$ cat src/rtl/ga_grid_pkg.sv
// ga_grid_pkg: shared states and sizing constants for the grid evaluation sequencer
package ga_grid_pkg;
  localparam int GRID_DEPTH = 256;
  localparam int LOGIC_IN_W = 3;
  localparam int LOGIC_OUT_W = 3;
  localparam int NUM_VECTORS = 8;
  localparam int FITNESS_W = 5;
  typedef enum logic [2:0] {IDLE, LOAD, APPLY, SAMPLE, DONE} state_t;
endpackage

$ cat src/rtl/bit_match_count.sv
// bit_match_count: number of equal bit positions between two grid output words
module bit_match_count
  import ga_grid_pkg::*;
(
  input  logic [LOGIC_OUT_W-1:0] a,
  input  logic [LOGIC_OUT_W-1:0] b,
  output logic [1:0]             count
);
  logic [LOGIC_OUT_W-1:0] eq;
  assign eq = ~(a ^ b);
  assign count = 2'(eq[0]) + 2'(eq[1]) + 2'(eq[2]);
endmodule

$ cat src/rtl/grid_eval_sequencer.sv
// grid_eval_sequencer: loads a circuit into the grid RAM, sweeps all input vectors and scores the responses
module grid_eval_sequencer
  import ga_grid_pkg::*;
#(
  parameter int SETTLE_CYCLES = 4,
  parameter int DEPTH = GRID_DEPTH
) (
  input  logic                   clock,
  input  logic                   reset,
  input  logic                   start,
  input  logic [23:0]            target,
  input  logic                   cfg_valid,
  input  logic [7:0]             cfg_data,
  output logic                   cfg_ready,
  output logic [7:0]             ram_address,
  output logic [7:0]             ram_data,
  output logic                   ram_wren,
  output logic                   grid_wren,
  output logic [LOGIC_IN_W-1:0]  login,
  input  logic [LOGIC_OUT_W-1:0] logout,
  output logic                   busy,
  output logic                   done,
  output logic [FITNESS_W-1:0]   fitness
);
  localparam logic [7:0] LAST_ADDR = 8'(DEPTH - 1);
  localparam logic [3:0] LAST_SETTLE = 4'(SETTLE_CYCLES - 1);
  localparam logic [LOGIC_IN_W-1:0] LAST_VEC = LOGIC_IN_W'(NUM_VECTORS - 1);
  state_t state, state_n;
  logic [7:0] addr;
  logic [LOGIC_IN_W-1:0] vec, login_q;
  logic [3:0] settle;
  logic [FITNESS_W-1:0] acc, fit_q;
  logic [23:0] tgt;
  logic [1:0] match;
  logic wr;
  bit_match_count u_match (.a(logout), .b(tgt[3*vec +: 3]), .count(match));
  assign wr = (state == LOAD) && cfg_valid;
  assign cfg_ready = state == LOAD;
  assign grid_wren = state == LOAD;
  assign ram_wren = wr;
  assign ram_address = addr;
  assign ram_data = wr ? cfg_data : 8'd0;
  assign busy = state != IDLE;
  assign done = state == DONE;
  assign login = (state == APPLY || state == SAMPLE) ? vec : login_q;
  assign fitness = done ? acc : fit_q;
  always_comb begin
    state_n = state;
    unique case (state)
      IDLE:    state_n = start ? LOAD : IDLE;
      LOAD:    state_n = (wr && addr == LAST_ADDR) ? APPLY : LOAD;
      APPLY:   state_n = (settle == LAST_SETTLE) ? SAMPLE : APPLY;
      SAMPLE:  state_n = (vec == LAST_VEC) ? DONE : APPLY;
      DONE:    state_n = IDLE;
      default: state_n = IDLE;
    endcase
  end
  always_ff @(posedge clock) begin
    if (reset) begin
      state <= IDLE;
      addr <= '0;
      vec <= '0;
      settle <= '0;
      acc <= '0;
      fit_q <= '0;
      tgt <= '0;
      login_q <= '0;
    end else begin
      state <= state_n;
      if (state == IDLE && start) begin
        tgt <= target;
        addr <= '0;
        vec <= '0;
        acc <= '0;
      end
      if (wr) addr <= (addr == LAST_ADDR) ? 8'd0 : addr + 8'd1;
      settle <= (state == APPLY && state_n == APPLY) ? settle + 4'd1 : 4'd0;
      if (state == SAMPLE) begin
        acc <= acc + FITNESS_W'(match);
        vec <= vec + 1'b1;
        login_q <= vec;
      end
      if (state == DONE) fit_q <= acc;
    end
  end
endmodule

$ cat config.mk
export PLATFORM = sky130hd
export DESIGN_NAME = grid_eval_sequencer
export DESIGN_NICKNAME = d
export VERILOG_FILES = /design/src/rtl/ga_grid_pkg.sv /design/src/rtl/bit_match_count.sv /design/src/rtl/grid_eval_sequencer.sv
export SDC_FILE = /design/constraint.sdc
export NUM_CORES = 1
export LEC_CHECK = 0
export BUFFER_PORTS_ARGS = -buffer_cell sky130_fd_sc_hd__buf_2
export CAP_MARGIN = 20
export CORE_MARGIN = 2
export CORE_UTILIZATION = 52
export DETAILED_ROUTE_END_ITERATION = 8
export GPL_TIMING_DRIVEN = 0
export PLACE_DENSITY_LB_ADDON = 0.1
export SLEW_MARGIN = 25
export SYNTH_ARGS = -nofsm -noshare
export SYNTH_HDL_FRONTEND = slang
export SYNTH_SLANG_ARGS = --single-unit
$ cat constraint.sdc
create_clock -name clock -period 3.82 [get_ports clock]
set_input_delay 0.573 -clock clock [delete_from_list [all_inputs] [get_ports clock]]
set_output_delay 0.573 -clock clock [all_outputs]
set_load 0.05 [all_outputs]
After elaboration in Yosys (flattened, before gate mapping) --
Cells that the tools add are included.
Word-level totals: latch bits 0, logic and storage cells 52, ROM bits 0, RAM bits 0, memories kept 0, flip-flop bits (word level) 55, output and inout bits 29, input bits 39
Cells by class: multiply operators 1, bitwise gates (word level) 3, $add $sub $neg 6, equality and inequality tests 8, shift-type cells 1, order comparisons 0, divide/modulo/power cells 0, reductions and logical operators 10, mux-type cells 15
Operators with widths (count):
- $mux W8 | 4
- $shiftx A24 B6 Y3 | 1
- $mux W5 | 3
- $mux W3 | 4
- $pmux W3 S4 | 1
- $eq A3 B2 Y1 const B | 3
- $add A8 B1 Y8 const B | 1
- $eq A8 B8 Y1 const B | 1
- $eq A3 B3 Y1 const B | 2
- $add A5 B2 Y5 | 1
- $mul A2 B3 Y5 const A | 1
- $add A4 B1 Y4 const B | 1
- $eq A4 B2 Y1 const B | 1
- $logic_and A1 B1 Y1 | 4
- $reduce_bool A2 Y1 | 2
- $add A3 B1 Y3 const B | 1
- $eq A3 B1 Y1 const B | 1
- $logic_not A3 Y1 | 1
- $not A3 Y3 | 1
- $reduce_bool A3 Y1 | 1
- $xor A3 B3 Y3 | 1
- $add A1 B1 Y2 | 1
- $add A2 B1 Y2 | 1
- $mux W1 | 2
- 4 further kinds | 4

Depth between registers and ports, before layout --
word-level depth 9, mapped depth 11, gate-level depth less buffers 10

Cells and area by module --
From an unflattened synthesis, not the netlist that was laid out.
Unflattened totals: cells, all modules 295, area total of the unflattened synthesis 2622.5 sq um
By module, submodules not included:
- grid_eval_sequencer | cells an instance 291, area an instance 2576.2 sq um, sequential area each 1101.1 sq um, times used 1
- bit_match_count | cells an instance 4, area an instance 46.3 sq um, sequential area each 0.0 sq um, times used 1

Worst setup path before layout --
OpenSTA, ideal clock, no wires.
kind reg-to-reg, start point reg vec[0], end point reg acc[4], path buffers 1, library setup time 0.086 ns, arrival time 2.850 ns, data required time 3.734 ns, path slack 0.884 ns, cell stages (with the launch flop) 11, period minus slack after synthesis 2.936 ns, path through dfxtp_1 > buf_2 > mux4_2 > mux2i_1 > xor2_1 > fa_1 > ha_1 > fa_1 > nand3_1 > a21oi_1 > a211oi_1
Between the ends: word-level cells in the longest chain between the ends 8
Ends and longest elaborated chain:
- start: declaration | RTL line grid_eval_sequencer.sv:30 | logic [LOGIC_IN_W-1:0] vec, login_q;
- start signal: assignment | RTL line grid_eval_sequencer.sv:80 | vec <= vec + 1'b1;
- $mul A2 B3 Y5 (*) | RTL line grid_eval_sequencer.sv:36 | bit_match_count u_match (.a(logout), .b(tgt[3*vec +: 3]), .count(match));
- $shiftx A24 B6 Y3 (*) | RTL line grid_eval_sequencer.sv:36
- $xor A3 B3 Y3 (*) | RTL line bit_match_count.sv:10 | assign eq = ~(a ^ b);
- $not A3 Y3 (*) | RTL line bit_match_count.sv:10
- $add A1 B1 Y2 | RTL line bit_match_count.sv:11 | assign count = 2'(eq[0]) + 2'(eq[1]) + 2'(eq[2]);
- $add A2 B1 Y2 (*) | RTL line bit_match_count.sv:11
- $add A5 B2 Y5 (*) | RTL line grid_eval_sequencer.sv:79 | acc <= acc + FITNESS_W'(match);
- $mux W5 (*) | RTL line grid_eval_sequencer.sv:78 | if (state == SAMPLE) begin
- end signal: assignment | RTL line grid_eval_sequencer.sv:79
- end: declaration | RTL line grid_eval_sequencer.sv:32 | logic [FITNESS_W-1:0] acc, fit_q;
Mark *: on every way between the ends. The rest lies on a longest branch, timed or not. A chain may end at the register's enable or synchronous reset.

Final worst setup path --
Ends and elaborated chain as after synthesis.

==> flow_summary_export.csv <==
group,metric,value,unit
sta,hold_viol,0,
yosys,synth_xor_area_share,1.68,%
yosys,synth_common_cells,"nand2_1 (60), dfxtp_1 (55), a21oi_1 (37), nor2_1 (22), clkbuf_1 (9)",
setup_path,endpoint_kind,"flip-flop",
drt,via_count,2270,
setup_path,cp_cell_sequence,"buf_2, mux4_2, mux2i_1, xor2_1, fa_1, ha_1, fa_1, nand3_1, a21oi_1, a211oi_1",
sta,relSlewSlack,59.6,%
yosys,synth_top_family_by_area,"simple AND/OR/NAND/NOR gates",
grt,grt_max_degree,18,
setup_path,rr_startpoint,"vec[0]",
grt,grt_pass1_vias,2036,
clock_tree,cts_buffers,5,
sta,setup_viol_count_final,0,
setup_path,crit_path_start,"vec[0]",
final_layout,finalNetCount,412,
floorplan,start_util,54.3,%
pwr,p_total,0.00120,W
yosys,synthTopCellsByArea,"dfxtp_1 (42%), nand2_1 (8.7%), a21oi_1 (7.1%)",
setup_path,path_buf_inv,1,
setup_path,cp-start-kind,"flip-flop",
clock_tree,cts_hold_buf,0,
grt,grt_pass1_wl,9340,um
floorplan,die_w,74.7,um
placed_design,gp_congestion,0.770,
setup_path,path_class,"flip-flop to flip-flop",
final_layout,fillers,436,
floorplan,die-area,5580,um2
yosys,netlist_area,2600,um2
setup_path,path_max_fanout,10,
yosys,yosysSeqAreaShare,42.3,%
placed_design,io_buffers,66,
placed_design,dpl.hpwl,4070,um
final_layout,num_antenna_cells,0,
clock_tree,clk_latency,0.31,ns
yosys,synthMuxAreaShare,10.2,%
yosys,postSynthAreaPerCell,8.90,um2
yosys,synthMostInstantiatedCell,"nand2_1",
final_layout,finalInstanceArea,3150,um2
clock_tree,h-tree-depth,2,
sta,fin_crit_sh,83.6,%
grt,grtUsageTotal,22.0,%
setup_path,critical_path_required,4.05,ns
grt,globalRouteOverflowTotal,0,
drt,viasPerCell,5.24,
sta,tightest_slew,0.603,ns
floorplan,core_area,4790,um2
floorplan,ios,68,
pwr,p_per_area,380,nW/um2
drt,dr.pass1.iters,5,
yosys,ys_seq_elements,55,
drt,remaining_drc_errors,0,
yosys,synthCells,292,
yosys,ys.flop_type,"dfxtp_1",
sta,rsz0062_at_grt,"no",
yosys,synth_enable_flop_cells,0,
yosys,synth_top_area_share,42.3,%
placed_design,placed_cell_area,3010,um2
setup_path,cp_common_cell,"fa_1",
yosys,synth_nets,339,
clock_tree,cts_tree,"built",
yosys,yosys_warnings,0,
grt,antenna_found_initial,0,
yosys,synth_compound_area_share,13.1,%
yosys,async_reset_ff_share,0,%
drt,ant_nets,0,
sta,min_period,3.19,ns
setup_path,cpPeakStageDelay,0.56,ns
sta,fmax,313,MHz
sta,fin_skew,0.00483,ns
flow_run,maxCapViolCount,0,
final_layout,drive_above_1_share,28.4,%
setup_path,critPathTopFamily,"adder cells",
drt,wirelength,5720,um
pwr,p_leak,1.36,nW
clock_tree,cts_sinks,55,
sta,drv_slew,0,
clock_tree,cts_buffer_depth,2,
setup_path,cp_data_arrival_time,3.43,ns
yosys,yosys.area_share.simple,23.2,%
clock_tree,post_cts.repair.setup_buffers,0,
drt,wl_per_cell,13.2,um
yosys,yosys.area.top_type,"dfxtp_1",
final_layout,area_growth,21.2,%
drt,drtIter0Drc,188,
hold_path,hold_path_class,"flip-flop to flip-flop",
setup_path,critical_path.slowest_cell,"mux4_2",
floorplan,core.rowCount,25,
yosys,synth.distinct_cells,43,
sta,finalSetupTns,0,ns
floorplan,die_h,74.7,um
final_layout,layoutNonFillerInstCount,433,
pwr,vdd_drop_max,0.000250,V
status,outcome,"finished, final reports clean",
yosys,synthAdderAreaFrac,4.43,%
clock_tree,root_buffer,"clkbuf_8",
clock_tree,path_clk_slew,0.10,ns
placed_design,post-place-cells,425,
clock_tree,post_cts_resized,0,
hold_path,hold_start,"tgt[10]",
[logic make-up (layout without fill, tap and decap cells)]
kind of cell,Yosys count,after routing
AOI/OAI and AO/OA,59,59
and+or+nand+nor,123,123
xor gates and xnor gates,5,5
buffers and inverters,24,98
adders and majority gates,8,8
DFF,55,55
muxes,18,18
[cell type report]
type | instances | area (um2) | share of cell area, %
timing repair buffer | 66 | 330 | 10.5
inverter | 2 | 7.51 | 0.238
buffer | 22 | 123 | 3.89
clock buffer | 5 | 68.8 | 2.18
multi-input combinational | 213 | 1370 | 43.4
clock inverter | 3 | 67.6 | 2.14
sequential | 55 | 1100 | 34.9
tap | 67 | 83.8 | 2.66
[power by group]
group	total [W]	leakage [nW]	internal [W]	switching, W
Combinational	0.000146	0.849	0.0000558	0.0000905
Sequential	0.000598	0.447	0.000590	0.00000864
Clock	0.000453	0.0644	0.000261	0.000192
[state kept, by name, summed over array words and instances, names as in the netlist]
signal       count
acc              5
fit_q            5
login_q          3
ram_address      8
settle           4
state            3
tgt             24
vec              3
[cell usage in the layout (no fill, tap or decap), types with 4 or more instances in the layout]
| cell | count |
|---|---|
| a21oi_1 | 37 |
| a22oi_1 | 5 |
| a31oi_1 | 4 |
| and2_1 | 8 |
| buf_2 | 74 |
| clkbuf_1 | 9 |
| clkbuf_8 | 5 |
| dfxtp_1 | 55 |
| ha_1 | 6 |
| mux2_2 | 8 |
| mux2i_1 | 4 |
| mux4_2 | 6 |
| nand2_1 | 60 |
| nand3_1 | 7 |
| nor2_1 | 22 |
| nor2b_1 | 5 |
| o21ai_0 | 4 |
| xor2_1 | 4 |
[per-stage QoR]
stage | worst slack (ns) | hold WS, ns | util [%]
after global routing | 0.400 | 0.481 | 65.8
after global placement | 0.652 | 0.435 | 63.0
after CTS | 0.613 | 0.459 | 65.8
after detailed placement | 0.613 | 0.442 | 63.0
final | 0.627 | 0.458 | 65.8
after floorplan | 0.884 | 0.418 | -
[worst reg2reg max path, delay by kind of cell (launching register included)]
kind	cells	cell delay, ns
flip-flops	1	0.35
AO/OA/AOI/OAI	2	0.30
adder cells (fa/ha/maj)	3	1.09
multiplexers	2	0.74
buffers and inverters	1	0.29
AND/OR/NAND/NOR	1	0.13
XOR/XNOR	1	0.22
[layer usage]
metal	routed length, um	share of wire, %	up-vias	GRT usage [%]
li1	-	-	1154	-
met1	2640	46	1051	29.8
met2	2760	48	58	36.5
met3	270	4.7	7	4.02
met4	57	1.0	0	5.75
met5	0	0	-	0
[worst paths after layout]
path              slack [ns]  depth (start not counted)      end
setup / recovery        0.63                         10   acc[4]
hold / removal          0.46                          2  tgt[10]
setup reg to reg        0.63                         10   acc[4]
hold reg to reg         0.46                          2  tgt[10]
No activity file was read; power rests on OpenSTA's default activity.
